`src/rtl/pipe_hazard_ctrl_if.sv`:
```
// pipe_hazard_ctrl_if: pipeline <-> hazard controller signal bundle.
// Carries the ID/EX/MEM/WB hazard inputs and the stall/flush/forward outputs.
//
// Ports (all members are logic):
//   RsD, RtD            5   ID source registers
//   UseRsD, UseRtD      1   ID instruction reads Rs / Rt
//   RsE, RtE            5   EX source registers
//   WriteRegE/M/W       5   destination registers in EX / MEM / WB
//   RegWriteE/M/W       1   destination write enables in EX / MEM / WB
//   MemtoRegE           1   EX instruction is a load
//   BranchTakenE        1   branch resolved taken in EX
//   MdStartE            1   EX instruction is a multi-cycle mul/div
//   StallF, StallD      1   hold PC and IF/ID
//   FlushD, FlushE      1   clear IF/ID and ID/EX
//   ForwardAE/BE        2   EX operand selects
//   MdBusy              1   mul/div sequencer busy
//   StallCount          16  saturating stall event counter
//   FlushCount          16  saturating flush event counter
// Modports: master = pipeline side, slave = hazard controller side.

interface pipe_hazard_ctrl_if;

    logic [4:0]  RsD;
    logic [4:0]  RtD;
    logic        UseRsD;
    logic        UseRtD;
    logic [4:0]  RsE;
    logic [4:0]  RtE;
    logic [4:0]  WriteRegE;
    logic [4:0]  WriteRegM;
    logic [4:0]  WriteRegW;
    logic        RegWriteE;
    logic        RegWriteM;
    logic        RegWriteW;
    logic        MemtoRegE;
    logic        BranchTakenE;
    logic        MdStartE;

    logic        StallF;
    logic        StallD;
    logic        FlushD;
    logic        FlushE;
    logic [1:0]  ForwardAE;
    logic [1:0]  ForwardBE;
    logic        MdBusy;
    logic [15:0] StallCount;
    logic [15:0] FlushCount;

    modport master (
        output RsD, RtD, UseRsD, UseRtD,
        output RsE, RtE,
        output WriteRegE, WriteRegM, WriteRegW,
        output RegWriteE, RegWriteM, RegWriteW,
        output MemtoRegE, BranchTakenE, MdStartE,
        input  StallF, StallD, FlushD, FlushE,
        input  ForwardAE, ForwardBE, MdBusy,
        input  StallCount, FlushCount
    );

    modport slave (
        input  RsD, RtD, UseRsD, UseRtD,
        input  RsE, RtE,
        input  WriteRegE, WriteRegM, WriteRegW,
        input  RegWriteE, RegWriteM, RegWriteW,
        input  MemtoRegE, BranchTakenE, MdStartE,
        output StallF, StallD, FlushD, FlushE,
        output ForwardAE, ForwardBE, MdBusy,
        output StallCount, FlushCount
    );

endinterface

```
`src/rtl/pipe_hazard_ctrl.sv`:
```
// pipe_hazard_ctrl: stall/flush/forward control for the 5-stage pipeline,
// with a mul/div hold sequencer and saturating stall/flush event counters.
//
// Ports:
//   CLK        in   pipeline clock, all state on posedge
//   RSTn       in   synchronous active-low reset
//   hz         slave modport of pipe_hazard_ctrl_if (hazard inputs,
//              stall/flush/forward outputs, MdBusy, counters)
// Parameter MD_CYCLES (2..255): total stall cycles per mul/div op.

module pipe_hazard_ctrl #(
    parameter int unsigned MD_CYCLES = 4
) (
    input  logic                 CLK,
    input  logic                 RSTn,
    pipe_hazard_ctrl_if.slave    hz
);

    // First BUSY cycle loads MD_CYCLES-2 so that the start cycle plus
    // all BUSY cycles add up to MD_CYCLES stall cycles.
    localparam logic [7:0] MD_LOAD = 8'(MD_CYCLES - 2);

    localparam logic [1:0] FWD_RF  = 2'b00;
    localparam logic [1:0] FWD_WB  = 2'b01;
    localparam logic [1:0] FWD_MEM = 2'b10;

    typedef enum logic {
        IDLE = 1'b0,
        BUSY = 1'b1
    } md_state_t;

    md_state_t   state_q;
    md_state_t   state_d;
    logic [7:0]  cnt_q;
    logic [7:0]  cnt_d;

    logic        hit_rs;
    logic        hit_rt;
    logic        lwstall;
    logic        md_stall;
    logic        stall_raw;
    logic        flush_raw;
    logic [1:0]  fwd_a;
    logic [1:0]  fwd_b;
    logic [15:0] stall_cnt_q;
    logic [15:0] flush_cnt_q;

    // MEM result is younger than WB, so it takes precedence.
    function automatic logic [1:0] fwd_sel(
        input logic [4:0] src,
        input logic       wr_m,
        input logic [4:0] dst_m,
        input logic       wr_w,
        input logic [4:0] dst_w
    );
        logic [1:0] sel;
        sel = FWD_RF;
        if (wr_m && (dst_m != 5'd0) && (dst_m == src))
            sel = FWD_MEM;
        else if (wr_w && (dst_w != 5'd0) && (dst_w == src))
            sel = FWD_WB;
        return sel;
    endfunction

    always_comb begin
        fwd_a = fwd_sel(hz.RsE,
                        hz.RegWriteM, hz.WriteRegM,
                        hz.RegWriteW, hz.WriteRegW);
        fwd_b = fwd_sel(hz.RtE,
                        hz.RegWriteM, hz.WriteRegM,
                        hz.RegWriteW, hz.WriteRegW);
    end

    always_comb begin
        hit_rs  = hz.UseRsD && (hz.RsD == hz.WriteRegE);
        hit_rt  = hz.UseRtD && (hz.RtD == hz.WriteRegE);
        lwstall = hz.MemtoRegE
               && hz.RegWriteE
               && (hz.WriteRegE != 5'd0)
               && (hit_rs || hit_rt);
    end

    always_ff @(posedge CLK) begin
        if (!RSTn) begin
            state_q <= IDLE;
            cnt_q   <= 8'd0;
        end else begin
            state_q <= state_d;
            cnt_q   <= cnt_d;
        end
    end

    // A taken branch in EX squashes the op in EX, so it never starts the
    // sequencer. Once BUSY, further MdStartE pulses are ignored and a
    // branch flushes the front end without aborting the running op.
    always_comb begin
        state_d = state_q;
        cnt_d   = cnt_q;
        unique case (state_q)
            IDLE: begin
                if (hz.MdStartE && !hz.BranchTakenE) begin
                    state_d = BUSY;
                    cnt_d   = MD_LOAD;
                end
            end
            BUSY: begin
                if (cnt_q != 8'd0)
                    cnt_d = cnt_q - 8'd1;
                else
                    state_d = IDLE;
            end
            default: begin
                state_d = IDLE;
                cnt_d   = 8'd0;
            end
        endcase
    end

    always_comb begin
        md_stall  = ((state_q == IDLE) && hz.MdStartE)
                 || (state_q == BUSY);
        stall_raw = (lwstall || md_stall) && !hz.BranchTakenE;
        flush_raw = hz.BranchTakenE;
    end

    // Reset forces both pipeline registers to flush and everything
    // else quiet, independent of whatever the inputs carry.
    always_comb begin
        hz.StallF     = 1'b0;
        hz.StallD     = 1'b0;
        hz.FlushD     = 1'b1;
        hz.FlushE     = 1'b1;
        hz.ForwardAE  = FWD_RF;
        hz.ForwardBE  = FWD_RF;
        hz.MdBusy     = 1'b0;
        if (RSTn) begin
            hz.StallF    = stall_raw;
            hz.StallD    = stall_raw;
            hz.FlushD    = flush_raw;
            hz.FlushE    = lwstall || md_stall || flush_raw;
            hz.ForwardAE = fwd_a;
            hz.ForwardBE = fwd_b;
            hz.MdBusy    = (state_q == BUSY);
        end
    end

    always_ff @(posedge CLK) begin
        if (!RSTn) begin
            stall_cnt_q <= 16'd0;
            flush_cnt_q <= 16'd0;
        end else begin
            if (stall_raw && (stall_cnt_q != 16'hFFFF))
                stall_cnt_q <= stall_cnt_q + 16'd1;
            if (flush_raw && (flush_cnt_q != 16'hFFFF))
                flush_cnt_q <= flush_cnt_q + 16'd1;
        end
    end

    always_comb begin
        hz.StallCount = stall_cnt_q;
        hz.FlushCount = flush_cnt_q;
    end

endmodule

```
`src/flat_wrapper.sv`:
```
// flat-port wrapper written by rule: the top's interface ports become plain ports
module pipe_hazard_ctrl_flat 
#(
    parameter int unsigned MD_CYCLES = 4
)
  (CLK, RSTn, hz_RsD, hz_RtD, hz_UseRsD, hz_UseRtD, hz_RsE, hz_RtE, hz_WriteRegE, hz_WriteRegM, hz_WriteRegW, hz_RegWriteE, hz_RegWriteM, hz_RegWriteW, hz_MemtoRegE, hz_BranchTakenE, hz_MdStartE, hz_StallF, hz_StallD, hz_FlushD, hz_FlushE, hz_ForwardAE, hz_ForwardBE, hz_MdBusy, hz_StallCount, hz_FlushCount);
  pipe_hazard_ctrl_if hz_i ();
  input  logic CLK;
  input  logic RSTn;
  input wire logic [$bits(hz_i.RsD)-1:0] hz_RsD;
  input wire logic [$bits(hz_i.RtD)-1:0] hz_RtD;
  input wire logic [$bits(hz_i.UseRsD)-1:0] hz_UseRsD;
  input wire logic [$bits(hz_i.UseRtD)-1:0] hz_UseRtD;
  input wire logic [$bits(hz_i.RsE)-1:0] hz_RsE;
  input wire logic [$bits(hz_i.RtE)-1:0] hz_RtE;
  input wire logic [$bits(hz_i.WriteRegE)-1:0] hz_WriteRegE;
  input wire logic [$bits(hz_i.WriteRegM)-1:0] hz_WriteRegM;
  input wire logic [$bits(hz_i.WriteRegW)-1:0] hz_WriteRegW;
  input wire logic [$bits(hz_i.RegWriteE)-1:0] hz_RegWriteE;
  input wire logic [$bits(hz_i.RegWriteM)-1:0] hz_RegWriteM;
  input wire logic [$bits(hz_i.RegWriteW)-1:0] hz_RegWriteW;
  input wire logic [$bits(hz_i.MemtoRegE)-1:0] hz_MemtoRegE;
  input wire logic [$bits(hz_i.BranchTakenE)-1:0] hz_BranchTakenE;
  input wire logic [$bits(hz_i.MdStartE)-1:0] hz_MdStartE;
  output wire logic [$bits(hz_i.StallF)-1:0] hz_StallF;
  output wire logic [$bits(hz_i.StallD)-1:0] hz_StallD;
  output wire logic [$bits(hz_i.FlushD)-1:0] hz_FlushD;
  output wire logic [$bits(hz_i.FlushE)-1:0] hz_FlushE;
  output wire logic [$bits(hz_i.ForwardAE)-1:0] hz_ForwardAE;
  output wire logic [$bits(hz_i.ForwardBE)-1:0] hz_ForwardBE;
  output wire logic [$bits(hz_i.MdBusy)-1:0] hz_MdBusy;
  output wire logic [$bits(hz_i.StallCount)-1:0] hz_StallCount;
  output wire logic [$bits(hz_i.FlushCount)-1:0] hz_FlushCount;
  assign hz_i.RsD = hz_RsD;
  assign hz_i.RtD = hz_RtD;
  assign hz_i.UseRsD = hz_UseRsD;
  assign hz_i.UseRtD = hz_UseRtD;
  assign hz_i.RsE = hz_RsE;
  assign hz_i.RtE = hz_RtE;
  assign hz_i.WriteRegE = hz_WriteRegE;
  assign hz_i.WriteRegM = hz_WriteRegM;
  assign hz_i.WriteRegW = hz_WriteRegW;
  assign hz_i.RegWriteE = hz_RegWriteE;
  assign hz_i.RegWriteM = hz_RegWriteM;
  assign hz_i.RegWriteW = hz_RegWriteW;
  assign hz_i.MemtoRegE = hz_MemtoRegE;
  assign hz_i.BranchTakenE = hz_BranchTakenE;
  assign hz_i.MdStartE = hz_MdStartE;
  assign hz_StallF = hz_i.StallF;
  assign hz_StallD = hz_i.StallD;
  assign hz_FlushD = hz_i.FlushD;
  assign hz_FlushE = hz_i.FlushE;
  assign hz_ForwardAE = hz_i.ForwardAE;
  assign hz_ForwardBE = hz_i.ForwardBE;
  assign hz_MdBusy = hz_i.MdBusy;
  assign hz_StallCount = hz_i.StallCount;
  assign hz_FlushCount = hz_i.FlushCount;
  pipe_hazard_ctrl #(.MD_CYCLES(MD_CYCLES)) u_core (.CLK(CLK), .RSTn(RSTn), .hz(hz_i));
endmodule
```
`config.mk`:
```
export PLATFORM = sky130hd
export DESIGN_NAME = pipe_hazard_ctrl_flat
export DESIGN_NICKNAME = d
export VERILOG_FILES = /design/src/rtl/pipe_hazard_ctrl_if.sv /design/src/rtl/pipe_hazard_ctrl.sv /design/src/flat_wrapper.sv
export SDC_FILE = /design/constraint.sdc
export NUM_CORES = 1
export LEC_CHECK = 0
export CORE_MARGIN = 1.5
export CORE_UTILIZATION = 45
export DETAILED_ROUTE_END_ITERATION = 8
export PLACE_DENSITY_LB_ADDON = 0.2
export SYNTH_ARGS = -nofsm -noshare
export SYNTH_HDL_FRONTEND = slang
export SYNTH_SLANG_ARGS = --single-unit
```
`constraint.sdc`:
```
create_clock -name CLK -period 2.48 [get_ports CLK]
set_input_delay 0.372 -clock CLK [delete_from_list [all_inputs] [get_ports CLK]]
set_output_delay 0.372 -clock CLK [all_outputs]
set_load 0.02 [all_outputs]
```
[Word-level counts from Yosys, hierarchy flattened]
Index checks and enable logic that the tools add are counted.
Widths: inputs -> output; s select.
Word-level totals
  input bits: 45
  bits in registers: 41
  word-level logic and storage cells: 60
  output and inout port bits: 41
Cells by class
  eq/ne operators: 10
  reduce and logical (&&, ||, !) cells: 26
  add/subtract/negate cells: 3
  mux-type cells: 16
  bitwise gates (word level): 1
Operators by type and width (count)
  $add 16x1->16 const B: 2
  $ne 16x16->1 const B: 2
  $eq 5x5->1: 6
  $logic_and 1x1->1: 16
  $mux 8: 2
  $pmux 8 s2: 1
  $reduce_bool 5->1: 3
  $mux 1: 8
  $mux 2: 4
  $reduce_bool 8->1: 1
  $sub 8x1->8 const B: 1
  $logic_or 1x1->1: 4
  $ne 2x1->1 const B: 1
  $ne 2x2->1 const B: 1
  $pmux 1 s2: 1
  $reduce_and 2->1: 1
  $logic_not 1->1: 1
  $not 1->1: 1

[Logic depth before layout (Yosys ltp)]
Gate-level depths: netlist of the first run.
  depth after elaboration: 7
  gate-level depth with buffers: 8
  depth with buffers taken out: 8

[Least setup slack after synthesis of the first run]
No wires, ideal clock.
  path type: input to output
  from: in RSTn
  to: out hz_ForwardAE[0]
  cell stages on the path: 4
  arrival: 1.904 ns
  buffers on the path: 1
  path slack: 0.204 ns
  cell sequence: clkbuf_1 -> o211ai_1 -> or4_1 -> nor4_1
On the way
  longest elaborated chain between the ends: 1
Ends and longest elaborated chain
  start: declaration: RTL line flat_wrapper.sv:9  | input logic RSTn;
  $mux 2: RTL line pipe_hazard_ctrl.sv:136  | if (RSTn) begin
  end: declaration: RTL line flat_wrapper.sv:29  | output wire logic [$bits(hz_i.ForwardAE)-1:0] hz_ForwardAE;
No other way between the ends.

[Worst setup path after layout of the first run]
  from: in hz_WriteRegM[1]
  to: out hz_ForwardAE[1]
On the way
  longest elaborated chain between the ends: 5
  elaborated cells on any way between the ends: 6
Ends and longest elaborated chain
  start: declaration: RTL line flat_wrapper.sv:17  | input wire logic [$bits(hz_i.WriteRegM)-1:0] hz_WriteRegM;
  $reduce_bool 5->1: RTL line pipe_hazard_ctrl.sv:58  | if (wr_m && (dst_m != 5'd0) && (dst_m == src))
  $logic_and 1x1->1: RTL line pipe_hazard_ctrl.sv:58
  $logic_and 1x1->1 *: RTL line pipe_hazard_ctrl.sv:58
  $mux 2 *: RTL line pipe_hazard_ctrl.sv:58
  $mux 2 *: RTL line pipe_hazard_ctrl.sv:136
Every way passes the cells marked *; elsewhere a longest branch is shown, timed or not.

==> impl_metrics.py, run 1 <==
metrics = {
    "hold_path": {
        "min_path_type": "reg2reg",
    },
    "placement": {
        "port_buffers": 85,
        "dpl.hpwl_microns": 4740,
        "pre_cts_slack_ns": -0.527,
        "globalplace.congestion": 0.842,
        "dp_cells": 464,
    },
    "grt": {
        "met1_usage_pct": 26.5,
        "grt_pass1_vias": 2438,
        "met3_usage_pct": 6.35,
        "grt_use_total_pct": 22.3,
        "grt_max_degree": 19,
        "grt-ovfl-total": 0,
        "grt_pass1_wl_microns": 10800,
        "antenna_found_initial": 0,
        "grt.met2_usage_pct": 38.2,
        "grt-busiest-layer": "met2",
    },
    "pwr": {
        "ir_worst_vdd_v": 0.000259,
        "power_leakage_nw": 1.41,
        "p_per_area_nw_per_um2": 435,
    },
    "yosys": {
        "syn_nets": 340,
        "syn_avg_cell_area_sq_um": 8.36,
        "synth.distinct_cells": 42,
        "netlist.area_leader.share_pct": 33.7,
        "ys_top_cells_by_area": "dfxtp_1 (34%), xnor2_1 (9.4%), xor2_1 (8.6%), nor2_1 (5.7%), nand3_1 (3.5%)",
        "synthFlopType": "dfxtp_1",
        "ys_ff_latch": 41,
        "synth.cell_area_sq_um": 2430,
        "synth_cells": 291,
        "synth_edf_count": 0,
        "synth_common_cells": "dfxtp_1 (41), nor2_1 (37), xnor2_1 (26)",
        "synth_warnings": 0,
        "yosys.area.top_type": "dfxtp_1",
        "async_flop_share_pct": 0,
        "synth-seq-area-share_pct": 33.7,
        "synth.most_common_cell": "dfxtp_1",
    },
    "critical_path": {
        "start_kind": "input port",
        "cp-end-kind": "primary output",
        "crit_chain": "clkdlybuf4s50_1, or4_1, o21ai_2, nor4_2, and2_1, clkdlybuf4s15_1",
        "arrival_ns": 2.02,
        "worstPathMaxFanout": 2,
        "worst_path_max_delay_cell": "or4_1",
        "crit_type": "in2out",
        "max_stage_delay_ns": 0.54,
        "crit_family": "simple AND/OR/NAND/NOR gates",
        "crit_buf_inv": 2,
        "required_ns": 2.11,
    },
    "timing": {
        "setup_viol": 0,
        "period_share_pct": 96.4,
        "fmax_ghz": 0.418,
        "hold_viol": 0,
        "tightest_slew_ns": 0.559,
        "fin_skew_ns": 0.00626,
        "setup_slack_ns": 0.0895,
        "slew_headroom_pct": 62.5,
        "fin_crit_ns": 2.39,
        "report.final.slew_viol_count": 0,
    },
    "detailed_routing": {
        "drc": 0,
        "drtPass1Iterations": 4,
        "wl_per_cell_microns": 13.3,
        "vias": 2536,
        "drt_iter0_markers": 85,
        "vias_per_cell": 5.33,
        "ant_nets": 0,
        "finalWirelength_microns": 6330,
    },
    "clocking": {
        "cts_sinks": 41,
        "clk_pin_slew_worst_paths_ns": 0.07,
        "clk_latency_ns": 0.30,
        "cts-root-buf": "clkbuf_8",
        "cts_tree": "done",
        "cts_buffer_depth": 2,
        "ctsHoldBuffers": 0,
        "cts_buffers": 5,
        "htreeDepth": 2,
    },
    "layout": {
        "regArea_sq_um": 821,
        "instances_no_fill": 476,
        "diodes": 0,
        "layout-drive-gt1-share_pct": 13.8,
        "num-fill-cells": 409,
        "fin_nets": 455,
        "multi_input_area_sq_um": 1560,
        "syn2layout_area_growth_pct": 51.4,
    },
    "die": {
        "core_sq_um": 5170,
        "core.rowCount": 26,
        "io_pins": 86,
        "initial_core_util_pct": 47.0,
        "die_w_microns": 76.5,
        "fp.dieH_microns": 76.5,
        "dieArea_sq_um": 5860,
    },
    "flow_run": {
        "maxCapViolations": 0,
    },
    "outcome": {
        "status": "finished clean",
    },
}
## layer usage
metal	part of all wire [%]	vias to the layer above
li1	-	1262
met1	46	1187
met2	47	76
met3	6.3	11
met4	1.4	0
met5	0	-
## cell type report
type,count,share of cell area [%]
Multi-Input combinational cell,232,42.2
Inverter,9,0.917
Timing Repair Buffer,117,29.4
Tap cell,70,2.38
Clock buffer,5,1.87
Sequential cell,41,22.3
Clock inverter,2,0.951
## layout by cell type, fill, tap and decap left out, drive strengths merged, types with 9 or more instances in the layout
cell type and instances:
xnor2 26, o21ai 9, a21oi 13, or4 10, dfxtp 41, xor2 24, buf 37, clkdlybuf4s50 69
nand2 21, nand3 17, nor4 9, nor2 37, inv 9
## final timing paths
| kind | start | endpoint | slack (ns) | cells after the start |
|---|---|---|---|---|
| setup / recovery | hz_WriteRegM[1] | hz_ForwardAE[1] | 0.09 | 6 |
| setup reg to reg | u_core.hz.StallCount[0] | u_core.hz.StallCount[1] | 0.38 | 8 |
| hold / removal | u_core.hz.StallCount[11] | u_core.hz.StallCount[11] | 0.50 | 2 |
| hold reg to reg | u_core.hz.StallCount[11] | u_core.hz.StallCount[11] | 0.50 | 2 |
## power breakdown
part	switching, W	leakage, nW	total, W	internal [W]
clock network	0.000228	0.0540	0.000521	0.000293
logic	0.000173	1.02	0.000371	0.000198
registers	0.0000294	0.332	0.000713	0.000683
## timing repair
item	CTS	global route
resized for setup	26	18
endpoints found under the setup margin	7	11
pin swaps	2	8
setup buffers	2	3
cloned	0	0
## flip-flops by register name, summed over array words and instances, names as in the netlist
signal	flops
u_core.hz.FlushCount	16
u_core.hz.StallCount	16
u_core.state_q	1
u_core.cnt_q	8
## stage by stage
step           total power, W  utilization [%]  TNS (ns)  hold WS [ns]  instance area, sq um
3_3_place_gp          0.00108             68.1     -2.37         0.464                  3520
4_1_cts               0.00161             70.1    -0.158         0.495                  3620
3_5_place_dp          0.00109             68.1     -2.97         0.482                  3520
5_1_grt               0.00169             71.2  -0.00231         0.518                  3680
6_report              0.00160             71.2         0         0.497                  3680
2_1_floorplan        0.000918                -         0         0.495                  2430
## worst reg2reg max path, cell delays in order (launching register included)
cell and delay, ns:
dfxtp_1 0.44, ha_1 0.27, inv_1 0.09, nor3_1 0.49
a221oi_2 0.16, nand2_4 0.18, buf_4 0.14, mux2i_1 0.17
nor2_1 0.05
## logic make-up after synthesis
group	Yosys count	synth area share, %
simple gates	133	28.9
xor+xnor	50	18.0
flops	41	33.7
compound gates	40	11.7
buf+inv	18	3.60
mux	5	2.06
fa+ha+maj	4	2.06
Power figures use the tool's default switching activity.
==> run 2: changes to the inputs <==
Clock period 2.48 ns to 2.35 ns, I/O delays scaled along.
==> impl_metrics.py, run 2 (synthesis results as in run 1) <==
metrics = {
    "timing": {
        "fmax_ghz": 0.432,
        "tightest_slew_ns": 0.440,
        "rsz0062_at_grt": "false",
        "fin_crit_ns": 2.31,
        "setup_slack_ns": 0.0368,
        "hold_viol": 0,
        "fin_skew_ns": 0.00881,
        "slew_headroom_pct": 70.4,
        "report.final.slew_viol_count": 0,
        "period_share_pct": 98.4,
        "setup_viol": 0,
    },
    "die": {
        "die_w_microns": 76.5,
        "fp.dieH_microns": 76.5,
        "dieArea_sq_um": 5860,
        "core_sq_um": 5170,
        "core.rowCount": 26,
        "initial_core_util_pct": 47.0,
        "io_pins": 86,
    },
    "layout": {
        "final_util_pct": 72.4,
        "fin_nets": 460,
        "diodes": 0,
        "layout-drive-gt1-share_pct": 15.5,
        "layout_commonest_cell": "clkdlybuf4s50_1",
        "final_cell_mix": "clkdlybuf4s50_1 (62), dfxtp_1 (41), buf_4 (39), nor2_1 (36), xnor2_1 (26)",
        "syn2layout_area_growth_pct": 53.8,
    },
    "detailed_routing": {
        "drc": 0,
        "wl_per_cell_microns": 13.4,
        "finalWirelength_microns": 6470,
        "vias_per_cell": 5.19,
        "drtPass1Iterations": 4,
        "ant_nets": 0,
        "vias": 2500,
        "drt_iter0_markers": 98,
    },
    "placement": {
        "port_buffers": 85,
        "pre_cts_slack_ns": -0.658,
        "globalplace.congestion": 0.818,
        "dpl.hpwl_microns": 4800,
    },
    "clocking": {
        "cts_buffers": 5,
        "cts_sinks": 41,
        "clk_pin_slew_worst_paths_ns": 0.09,
        "htreeDepth": 2,
        "cts-root-buf": "clkbuf_8",
        "ctsHoldBuffers": 0,
        "cts_tree": "done",
        "clk_latency_ns": 0.30,
        "cts_buffer_depth": 2,
    },
    "critical_path": {
        "crit_chain": "clkdlybuf4s50_1, o211ai_1, or4_1, nor4_2, buf_2",
        "crit_family": "simple AND/OR/NAND/NOR gates",
        "worst_path_max_delay_cell": "or4_1",
        "worstReg2RegStart": "u_core.hz.StallCount[0]",
        "reg2regPathDepth": 8,
        "start_kind": "input port",
        "crit_buf_inv": 2,
        "max_stage_delay_ns": 0.55,
        "reg2reg_slack_ns": 0.26,
        "required_ns": 2.00,
        "cp-end-kind": "primary output",
        "r2r-end": "u_core.hz.StallCount[8]",
        "crit_type": "in2out",
        "worstPathMaxFanout": 2,
        "critical_path_depth": 5,
        "arrival_ns": 1.96,
    },
    "hold_path": {
        "hp-start": "u_core.hz.StallCount[15]",
        "hold_path_depth": 2,
        "min_path_type": "reg2reg",
        "min_to": "u_core.hz.StallCount[15]",
    },
    "pwr": {
        "fin_total_pwr_w": 0.00173,
        "power_leakage_nw": 1.44,
        "p_per_area_nw_per_um2": 462,
        "ir_worst_vdd_v": 0.000316,
    },
    "grt": {
        "grt_max_degree": 19,
        "grt_use_total_pct": 22.5,
        "grt_pass1_vias": 2454,
        "grt_pass1_wl_microns": 10900,
        "grt-ovfl-total": 0,
        "antenna_found_initial": 0,
    },
    "flow_run": {
        "maxCapViolations": 0,
    },
    "outcome": {
        "status": "finished clean",
    },
}
-- run 2: power by group --
group,internal (W),switching (W)
clock,0.000318,0.000263
combinational,0.000209,0.000190
sequential,0.000721,0.0000305
-- run 2: how the worst max path moves through the flow --
stage	start	endpoint	slack [ns]
4_1_cts	hz_WriteRegM[3]	hz_ForwardAE[0]	0.005
5_1_grt	hz_RegWriteW	hz_ForwardBE[0]	0.003
3_5_place_dp	hz_WriteRegM[1]	hz_ForwardBE[0]	-0.66
3_3_place_gp	hz_WriteRegM[1]	hz_ForwardBE[0]	-0.58
6_report	hz_RegWriteW	hz_ForwardBE[0]	0.04
2_1_floorplan	RSTn	hz_ForwardAE[0]	0.11
-- run 2: area by class of cell --
class,count,area (sq um)
Multi-Input combinational cell,232,1580
Fill cell,427,1430
Timing Repair Buffer,122,1100
Sequential cell,41,821
Tap cell,70,87.6
Clock buffer,5,68.8
Clock inverter,3,46.3
Inverter,9,33.8
-- run 2: through the flow --
step                      std cells  instance area (sq um)  hold slack (ns)  TNS, ns
final                           482                   3740            0.493        0
after global routing            482                   3740            0.528        0
after CTS                       476                   3640            0.495        0
after detailed placement        467                   3540            0.479    -4.63
after global placement          467                   3540            0.466    -3.86
after floorplan                 291                   2430            0.495        0
-- run 2: timing repair --
item	in CTS	in global routing
gates resized for setup	45	14
endpoints found under the setup margin	7	14
pin swaps	8	9
setup buffers	1	6
cloned	0	0
-- run 2: metal layers --
layer / track usage, % / share of wire, % / up-vias
met5: 0 / 0 / -
met2: 37.9 / 49 / 86
met1: 27.4 / 42 / 1127
met4: 7.78 / 1.8 / 0
met3: 6.47 / 7.2 / 12
li1: - / - / 1275
-- run 2: worst reg2reg max path: stages (launching register included) --
cell      delay, ns
dfxtp_1        0.37
ha_1           0.27
inv_1          0.11
nor3_1         0.07
buf_4          0.15
a221oi_2       0.33
nand2_4        0.17
or4_1          0.43
a21oi_1        0.14
